**src/rtl/mem_arb_pkg.sv**
```systemverilog
// Shared types and constants for the two-way I/D cache memory arbiter.
package mem_arb_pkg;

  localparam int unsigned ADDR_W_DEF = 28;
  localparam int unsigned DATA_W_DEF = 128;

  typedef enum logic [1:0] {
    StIdle   = 2'd0,
    StServeI = 2'd1,
    StServeD = 2'd2
  } arb_state_e;

  localparam logic GNT_I = 1'b0;
  localparam logic GNT_D = 1'b1;

endpackage

```
**src/rtl/rr_pick2.sv**
```systemverilog
// Combinational two-way round-robin picker: on a tie, grant the side not served last.
module rr_pick2
  import mem_arb_pkg::*;
(
  input  logic req_i,
  input  logic req_d,
  input  logic last_grant,
  output logic gnt_valid,
  output logic gnt_sel
);

  always_comb begin
    gnt_valid = req_i | req_d;
    if (req_i && req_d) begin
      gnt_sel = (last_grant == GNT_D) ? GNT_I : GNT_D;
    end else begin
      gnt_sel = req_d ? GNT_D : GNT_I;
    end
  end

endmodule

```
**src/rtl/mem_arbiter.sv**
```systemverilog
// Serialises I-cache reads and D-cache read/write-backs onto one registered memory port.
module mem_arbiter
  import mem_arb_pkg::*;
#(
  parameter int unsigned ADDR_W = ADDR_W_DEF,
  parameter int unsigned DATA_W = DATA_W_DEF
) (
  input  logic              clk,
  input  logic              proc_reset,
  input  logic              i_read,
  input  logic [ADDR_W-1:0] i_addr,
  output logic [DATA_W-1:0] i_rdata,
  output logic              i_ready,
  input  logic              d_read,
  input  logic              d_write,
  input  logic [ADDR_W-1:0] d_addr,
  input  logic [DATA_W-1:0] d_wdata,
  output logic [DATA_W-1:0] d_rdata,
  output logic              d_ready,
  output logic              mem_read,
  output logic              mem_write,
  output logic [ADDR_W-1:0] mem_addr,
  output logic [DATA_W-1:0] mem_wdata,
  input  logic [DATA_W-1:0] mem_rdata,
  input  logic              mem_ready
);

  arb_state_e        state_q, state_d;
  logic              last_grant_q, last_grant_d;
  logic              mem_read_q, mem_read_d;
  logic              mem_write_q, mem_write_d;
  logic [ADDR_W-1:0] mem_addr_q, mem_addr_d;
  logic [DATA_W-1:0] mem_wdata_q, mem_wdata_d;
  logic              gnt_valid, gnt_sel;

  rr_pick2 u_pick (
    .req_i     (i_read),
    .req_d     (d_read | d_write),
    .last_grant(last_grant_q),
    .gnt_valid (gnt_valid),
    .gnt_sel   (gnt_sel)
  );

  always_comb begin
    state_d      = state_q;
    last_grant_d = last_grant_q;
    mem_read_d   = mem_read_q;
    mem_write_d  = mem_write_q;
    mem_addr_d   = mem_addr_q;
    mem_wdata_d  = mem_wdata_q;
    i_ready      = 1'b0;
    d_ready      = 1'b0;

    unique case (state_q)
      StIdle: begin
        if (gnt_valid) begin
          if (gnt_sel == GNT_D) begin
            state_d      = StServeD;
            last_grant_d = GNT_D;
            // A simultaneous read and write is illegal; the write-back takes priority.
            mem_read_d   = d_read & ~d_write;
            mem_write_d  = d_write;
            mem_addr_d   = d_addr;
            mem_wdata_d  = d_wdata;
          end else begin
            state_d      = StServeI;
            last_grant_d = GNT_I;
            mem_read_d   = 1'b1;
            mem_write_d  = 1'b0;
            mem_addr_d   = i_addr;
            mem_wdata_d  = '0;
          end
        end
      end
      StServeI, StServeD: begin
        i_ready = (state_q == StServeI) & mem_ready;
        d_ready = (state_q == StServeD) & mem_ready;
        if (mem_ready) begin
          state_d     = StIdle;
          mem_read_d  = 1'b0;
          mem_write_d = 1'b0;
          mem_addr_d  = '0;
          mem_wdata_d = '0;
        end
      end
      default: begin
        state_d     = StIdle;
        mem_read_d  = 1'b0;
        mem_write_d = 1'b0;
        mem_addr_d  = '0;
        mem_wdata_d = '0;
      end
    endcase
  end

  always_ff @(posedge clk) begin
    if (proc_reset) begin
      state_q      <= StIdle;
      last_grant_q <= GNT_D;
      mem_read_q   <= 1'b0;
      mem_write_q  <= 1'b0;
      mem_addr_q   <= '0;
      mem_wdata_q  <= '0;
    end else begin
      state_q      <= state_d;
      last_grant_q <= last_grant_d;
      mem_read_q   <= mem_read_d;
      mem_write_q  <= mem_write_d;
      mem_addr_q   <= mem_addr_d;
      mem_wdata_q  <= mem_wdata_d;
    end
  end

  assign mem_read  = mem_read_q;
  assign mem_write = mem_write_q;
  assign mem_addr  = mem_addr_q;
  assign mem_wdata = mem_wdata_q;
  assign i_rdata   = mem_rdata;
  assign d_rdata   = mem_rdata;

endmodule

```
**config.mk**
```make
export PLATFORM = sky130hd
export DESIGN_NAME = mem_arbiter
export DESIGN_NICKNAME = d
export VERILOG_FILES = /design/src/rtl/mem_arb_pkg.sv /design/src/rtl/rr_pick2.sv /design/src/rtl/mem_arbiter.sv
export SDC_FILE = /design/constraint.sdc
export NUM_CORES = 1
export LEC_CHECK = 0
export ABC_AREA = 1
export CAP_MARGIN = 0
export CELL_PAD_IN_SITES_DETAIL_PLACEMENT = 0
export CELL_PAD_IN_SITES_GLOBAL_PLACEMENT = 1
export CORE_AREA = 4 4 286 288
export CTS_CLUSTER_SIZE = 25
export DETAILED_ROUTE_END_ITERATION = 10
export DIE_AREA = 0 0 290 292
export PLACE_DENSITY = 0.6
export SYNTH_ARGS = -nofsm -noshare
export SYNTH_HDL_FRONTEND = slang
export SYNTH_SLANG_ARGS = --single-unit
export TNS_END_PERCENT = 20
```
**constraint.sdc**
```tcl
create_clock -name clk -period 2.04 [get_ports clk]
set_input_delay 0.408 -clock clk [delete_from_list [all_inputs] [get_ports clk]]
set_output_delay 0.408 -clock clk [all_outputs]
set_load 0.02 [all_outputs]
```
After elaboration in Yosys (flattened, before gate mapping)
Cells that the tools add are included.
{"block": "word_totals", "reg_bits": 161, "input_bits": 318, "out_inout_bits": 416, "elab_cells": 46}
{"block": "classes", "eq_ne": 4, "mux": 25, "n_bitwise": 6, "reduce_logical": 5}
{"operator": "128-bit 2-to-1 mux", "count": 3}
{"operator": "128-bit one-hot mux with 2 select lines", "count": 1}
{"operator": "28-bit 2-to-1 mux", "count": 3}
{"operator": "28-bit one-hot mux with 2 select lines", "count": 1}
{"operator": "1-bit 2-to-1 mux", "count": 11}
{"operator": "2-bit 2-to-1 mux", "count": 3}
{"operator": "2-bit != test, second input constant", "count": 2}
{"operator": "1-bit one-hot mux with 2 select lines", "count": 2}
{"operator": "2-bit one-hot mux with 2 select lines", "count": 1}
{"operator": "2-bit AND reduction", "count": 2}
{"operator": "1-bit AND", "count": 3}
{"operator": "2-bit by 1-bit equality test with 1-bit output, second input constant", "count": 1}
{"operator": "2-bit equality test, second input constant", "count": 1}
{"operator": "2-bit zero test", "count": 1}
{"operator": "1-bit bitwise OR", "count": 2}
{"operator": "2-bit OR reduction", "count": 1}
{"operator": "1-bit logical AND", "count": 1}
{"operator": "1-bit inverter", "count": 1}

Logic depth before layout (Yosys ltp)
Gate-level depths: netlist (run 1).
{"block": "depth", "word_depth": 6, "depth_mapped": 10, "ltp_nobuf": 7}

Modules after synthesis
A second synthesis (run 1) with hierarchy kept.
{"block": "hier_totals", "hier_cells": 1340, "area_unflattened_um2": 9276.4}
{"module": "mem_arbiter", "instances": 1, "cells_each": 1337, "area_each_um2": 9261.4, "seq_area_each_um2": 3223.1}
{"module": "rr_pick2", "instances": 1, "cells_each": 3, "area_each_um2": 15.0, "seq_area_each_um2": 0.0}

Least setup slack after synthesis (run 1)
Ideal clock, no wire load.
{"block": "synth_path", "path_kind": "reg2reg", "startpoint": "register state_q[0]", "endpoint": "register mem_wdata_q[26] (netlist: mem_wdata[26])", "setup_time_ps": 132, "arrival_ps": 1408, "required_time_ps": 1908, "setup_slack_ps": 500, "path_stages_with_launch": 10, "n_path_buf": 3, "synth_period_minus_slack_ps": 1540, "path_cell_list": "dfxtp_1 > inv_1 > ha_1 > buf_2 > inv_1 > buf_2 > clkbuf_1 > nor2_1 > nand2_1 > a21oi_1"}
{"block": "synth_between", "elab_chain_cells": 4, "word_cells_on_any_way": 8, "cone_classes": "eq/ne (4); mux (1); reduce/logical (3)"}
{"element": "start, declared", "line_no": "mem_arbiter.sv:28", "source": "arb_state_e state_q, state_d;"}
{"element": "start signal, assigned", "line_no": "mem_arbiter.sv:98", "source": "state_q <= StIdle;"}
{"element": "start signal, assigned", "line_no": "mem_arbiter.sv:105", "source": "state_q <= state_d;"}
{"element": "2-bit by 1-bit equality test with 1-bit output / 2-bit equality test (equally long branches)", "line_no": "mem_arbiter.sv:54", "source": "unique case (state_q)"}
{"element": "2-bit OR reduction", "line_no": "mem_arbiter.sv:54"}
{"element": "2-bit != test (no source line)"}
{"element": "2-bit AND reduction (no source line)"}
{"element": "end signal, assigned", "line_no": "mem_arbiter.sv:110", "source": "mem_wdata_q <= mem_wdata_d;"}
{"element": "end, declared", "line_no": "mem_arbiter.sv:33", "source": "logic [DATA_W-1:0] mem_wdata_q, mem_wdata_d;"}
Several ways; a longest one is shown, not always the timed one.
A chain may end at the register's enable or synchronous reset.

Worst setup path in the final report (run 1)
{"block": "layout_path", "startpoint": "register state_q[0]", "endpoint": "output d_ready"}
{"block": "layout_between", "elab_chain_cells": 3, "word_cells_on_any_way": 5, "cone_classes": "eq/ne (2); mux (1); bitwise (1); reduce/logical (1)"}
{"element": "2-bit equality test / 2-bit by 1-bit equality test with 1-bit output (equally long branches)", "line_no": "mem_arbiter.sv:54, mem_arbiter.sv:77"}
{"element": "1-bit AND / 2-bit OR reduction (equally long branches)", "line_no": "mem_arbiter.sv:77, mem_arbiter.sv:54"}
{"element": "1-bit 2-to-1 mux (*)", "line_no": "mem_arbiter.sv:54"}
{"element": "end, declared", "line_no": "mem_arbiter.sv:19", "source": "output logic d_ready,"}
Mark *: on every way between the ends. The rest lies on a longest branch, timed or not.

==> flow_summary.ini, run 1 <==
[outcome]
status = finished, final reports clean

[finish]
utilization_pct = 17.20
fill_cells = 9098
drive_above_1_share_pct = 8.766
area_growth_pct = 41.33
num-nets-final = 1848
final_area_sq_um = 13570
seq_area_sq_um = 3224
antennaDiodeCount = 0
multiInputGateArea_sq_um = 3771

[clock_tree]
clockBufferDepth = 2
cts.sinks = 161
clock_latency_ns = 0.49
htree_num_levels = 4
ctsHoldBuffers = 0
clk_pin_slew_ns = 0.09
cts_root_buf = clkbuf_16
numCtsBuffers = 17
cts_tree = built
post_cts_buffers = 0

[timing]
rsz0062_at_grt = yes
finalHoldViolations = 0
timing.final.crit_share_pct = 95.91
layout_min_cycle_time_ns = 1.957
drv_slew = 0
finClkSkew_ns = 0.02755
worst_pin_slew_ns = 0.5434
fmax_mhz = 511.1
setup_tns_ns = 0
relSlewSlack_pct = 63.77
setup_slack_ns = 0.08346
setup_viol = 0

[grt]
overflow = 0
grtUsageTotal_pct = 9.812
grt_pass1_vias = 9169
grt_max_degree = 96
grt_pass1_wl_mm = 61.79
antenna_found_initial = 1

[die]
core_area_sq_um = 78870
boundaryPins = 734
initial_utilization_pct = 12.17
die-area_sq_um = 84680
fp-row-count = 103
die_h_um = 292
die_w_um = 290

[power]
combinationalPowerShare_pct = 43.4
vdd_drop_max_mv = 0.5059
swShare_pct = 40.07
intPower_w = 0.007778
design_power_total_w = 0.01298
p_sw_w = 0.005201
pwr-share-seq_pct = 29.6
pwr-share-clk_pct = 27.0
cellPowerDensity_nw_per_um2 = 956.6
p_leak_nw = 5.129

[worst_setup_path]
end_kind = primary output
rr_worst_depth = 8
cp_max_fo = 3
slowest_delay_ns = 0.34
cp.required_ns = 1.63
cp_data_arrival_time_ns = 1.55
critPathKind = flop to primary output
cp_slowest_cell = dfxtp_1
cp_top_family = flip-flops
crit_chain = inv_1 -> ha_2 -> nand2_1 -> nor2_2 -> buf_6
worst-path-buf-inv = 2
critPathLaunchType = flop
rrSetupSlack_ns = 0.22
r2r-start = state_q[0]
r2r-end = mem_wdata[63]

[drt]
postRouteAntennaNets = 0
wl_per_cell_um = 16.44
drtIter0Drc = 344
drc = 0
via_per_inst = 3.530
dr.pass1.iters = 5
routed_wl_mm = 42.58
num_vias = 9142

[logic_synthesis]
synthCells = 1433
synthesis.area_sq_um = 9599
synthArstFlopShare_pct = 0
synth.distinct_cells = 17
synth_top_area_share_pct = 33.58
yosys_warnings = 0
ys_seq_area_share_pct = 33.58
synthTopCellsByCount = nand2_1 (355), buf_4 (263), nor2_1 (188)
synth-seq-cells = 161
synthTopCellsByArea = dfxtp_1 (34%), buf_4 (21%), nand2_1 (14%)
syn-mean-instance-area_sq_um = 6.699
synth_edf_count = 0
syn_nets = 1754
synth_top_area_cell = dfxtp_1
ys.flop_type = dfxtp_1
synth_most_common_cell = nand2_1

[place]
hpwl_mm = 32.41
placed_area_sq_um = 12930
port_buffers = 349
gp_congestion = 0.7518
place_ws_ns = -0.2766

[hold_path]
whs_endpoint = mem_wdata[56]
min_path_type = flop to flop
hp-start = mem_wdata[56]
holdPathStages = 2

[flow_run]
drv_cap = 0
-- tightest hold or removal path, cell delays in order, from the launching register on --
cell	delay (ns)
dfxtp_1	0.31
nand2_1	0.06
a21oi_1	0.05
-- registers in the layout, summed over array words and instances, names as in the netlist --
| name | flops |
|---|---|
| mem_wdata | 128 |
| last_grant_q | 1 |
| mem_read | 1 |
| state_q | 2 |
| mem_write | 1 |
| mem_addr | 28 |
-- kinds of logic (layout without fill, tap and decap cells) --
kind of cell | after synthesis | after routing | share of synthesized area, %
AOI/OAI and AO/OA | 134 | 134 | 6.986
adders and majority gates | 3 | 3 | 0.3911
buffers and inverters | 404 | 511 | 27.50
DFF | 161 | 161 | 33.58
and+or+nand+nor | 731 | 731 | 31.54
-- worst max path at each step --
stage	from	endpoint	slack (ns)	cells after the start
after detailed placement	d_read	mem_wdata[82]	-0.28	9
after CTS	state_q[1]	d_ready	-0.07	5
after global placement	d_read	mem_wdata[100]	-0.26	9
after floorplan	state_q[0]	mem_wdata[26]	0.50	9
final	state_q[0]	d_ready	0.08	5
after global routing	state_q[0]	d_ready	-0.02	5
-- area by class of cell --
type,instances,area share (%)
repair buffers,441,33.13
clock buffers,17,3.136
well taps,1050,9.684
multi-input cells,868,27.80
inverters,38,1.088
clock inverters,15,1.402
flip-flops and latches,161,23.77
-- power by group through the flow --
stage | Clock [W] | Combinational, W | Sequential [W]
after floorplan | 0 | 0.00311 | 0.00442
after global placement | 0 | 0.00582 | 0.00391
after detailed placement | 0 | 0.00580 | 0.00392
after CTS | 0.00373 | 0.00581 | 0.00385
after global routing | 0.00382 | 0.00622 | 0.00391
final | 0.00350 | 0.00564 | 0.00384
-- metal layers --
metal  global-route usage [%]  part of all wire, %  wire, um
met5                   0.6098                 0.21        88
met4                    4.390                  3.4      1446
met3                    5.529                   11      4743
met2                    15.06                   44     18670
met1                    11.07                   41     17630
-- layout by cell type, fill, tap and decap left out --
cell	n
nand2_1	354
clkdlybuf4s50_1	341
nor2_1	187
dfxtp_1	160
nand3_1	156
a21oi_1	134
buf_4	68
inv_1	36
nand4_1	29
buf_12	24
clkbuf_16	17
inv_8	4
clkinv_8	4
dlymetal6s2s_1	4
nand2_8	2
inv_4	2
ha_1	2
inv_6	2
clkinv_4	2
clkinvlp_4	2
buf_6	2
dlygate4sd2_1	2
nor2_2	1
nand3_2	1
nand2_4	1
ha_2	1
bufinv_16	1
dfxtp_2	1
-- metrics by stage --
step | instances | hold slack, ns
after floorplan | 1433 | 0.4331
after global placement | 2558 | 0.4503
after detailed placement | 2558 | 0.4538
after CTS | 2590 | 0.4661
after global routing | 2590 | 0.4776
final | 2590 | 0.4631
-- what timing repair did --
| item | CTS | global route |
|---|---|---|
| endpoints found under the setup margin | 3 | 15 |
| endpoints found under the hold margin | 0 | 0 |
| resized for setup | 7 | 10 |
Note: power is estimated with default switching activity, not from simulation.
==> run 2: changes to the inputs <==
RECOVER_POWER = 25   (was unset)
==> results of run 2 <==
Final layout, timing and power as in run 1 (identical DEF).
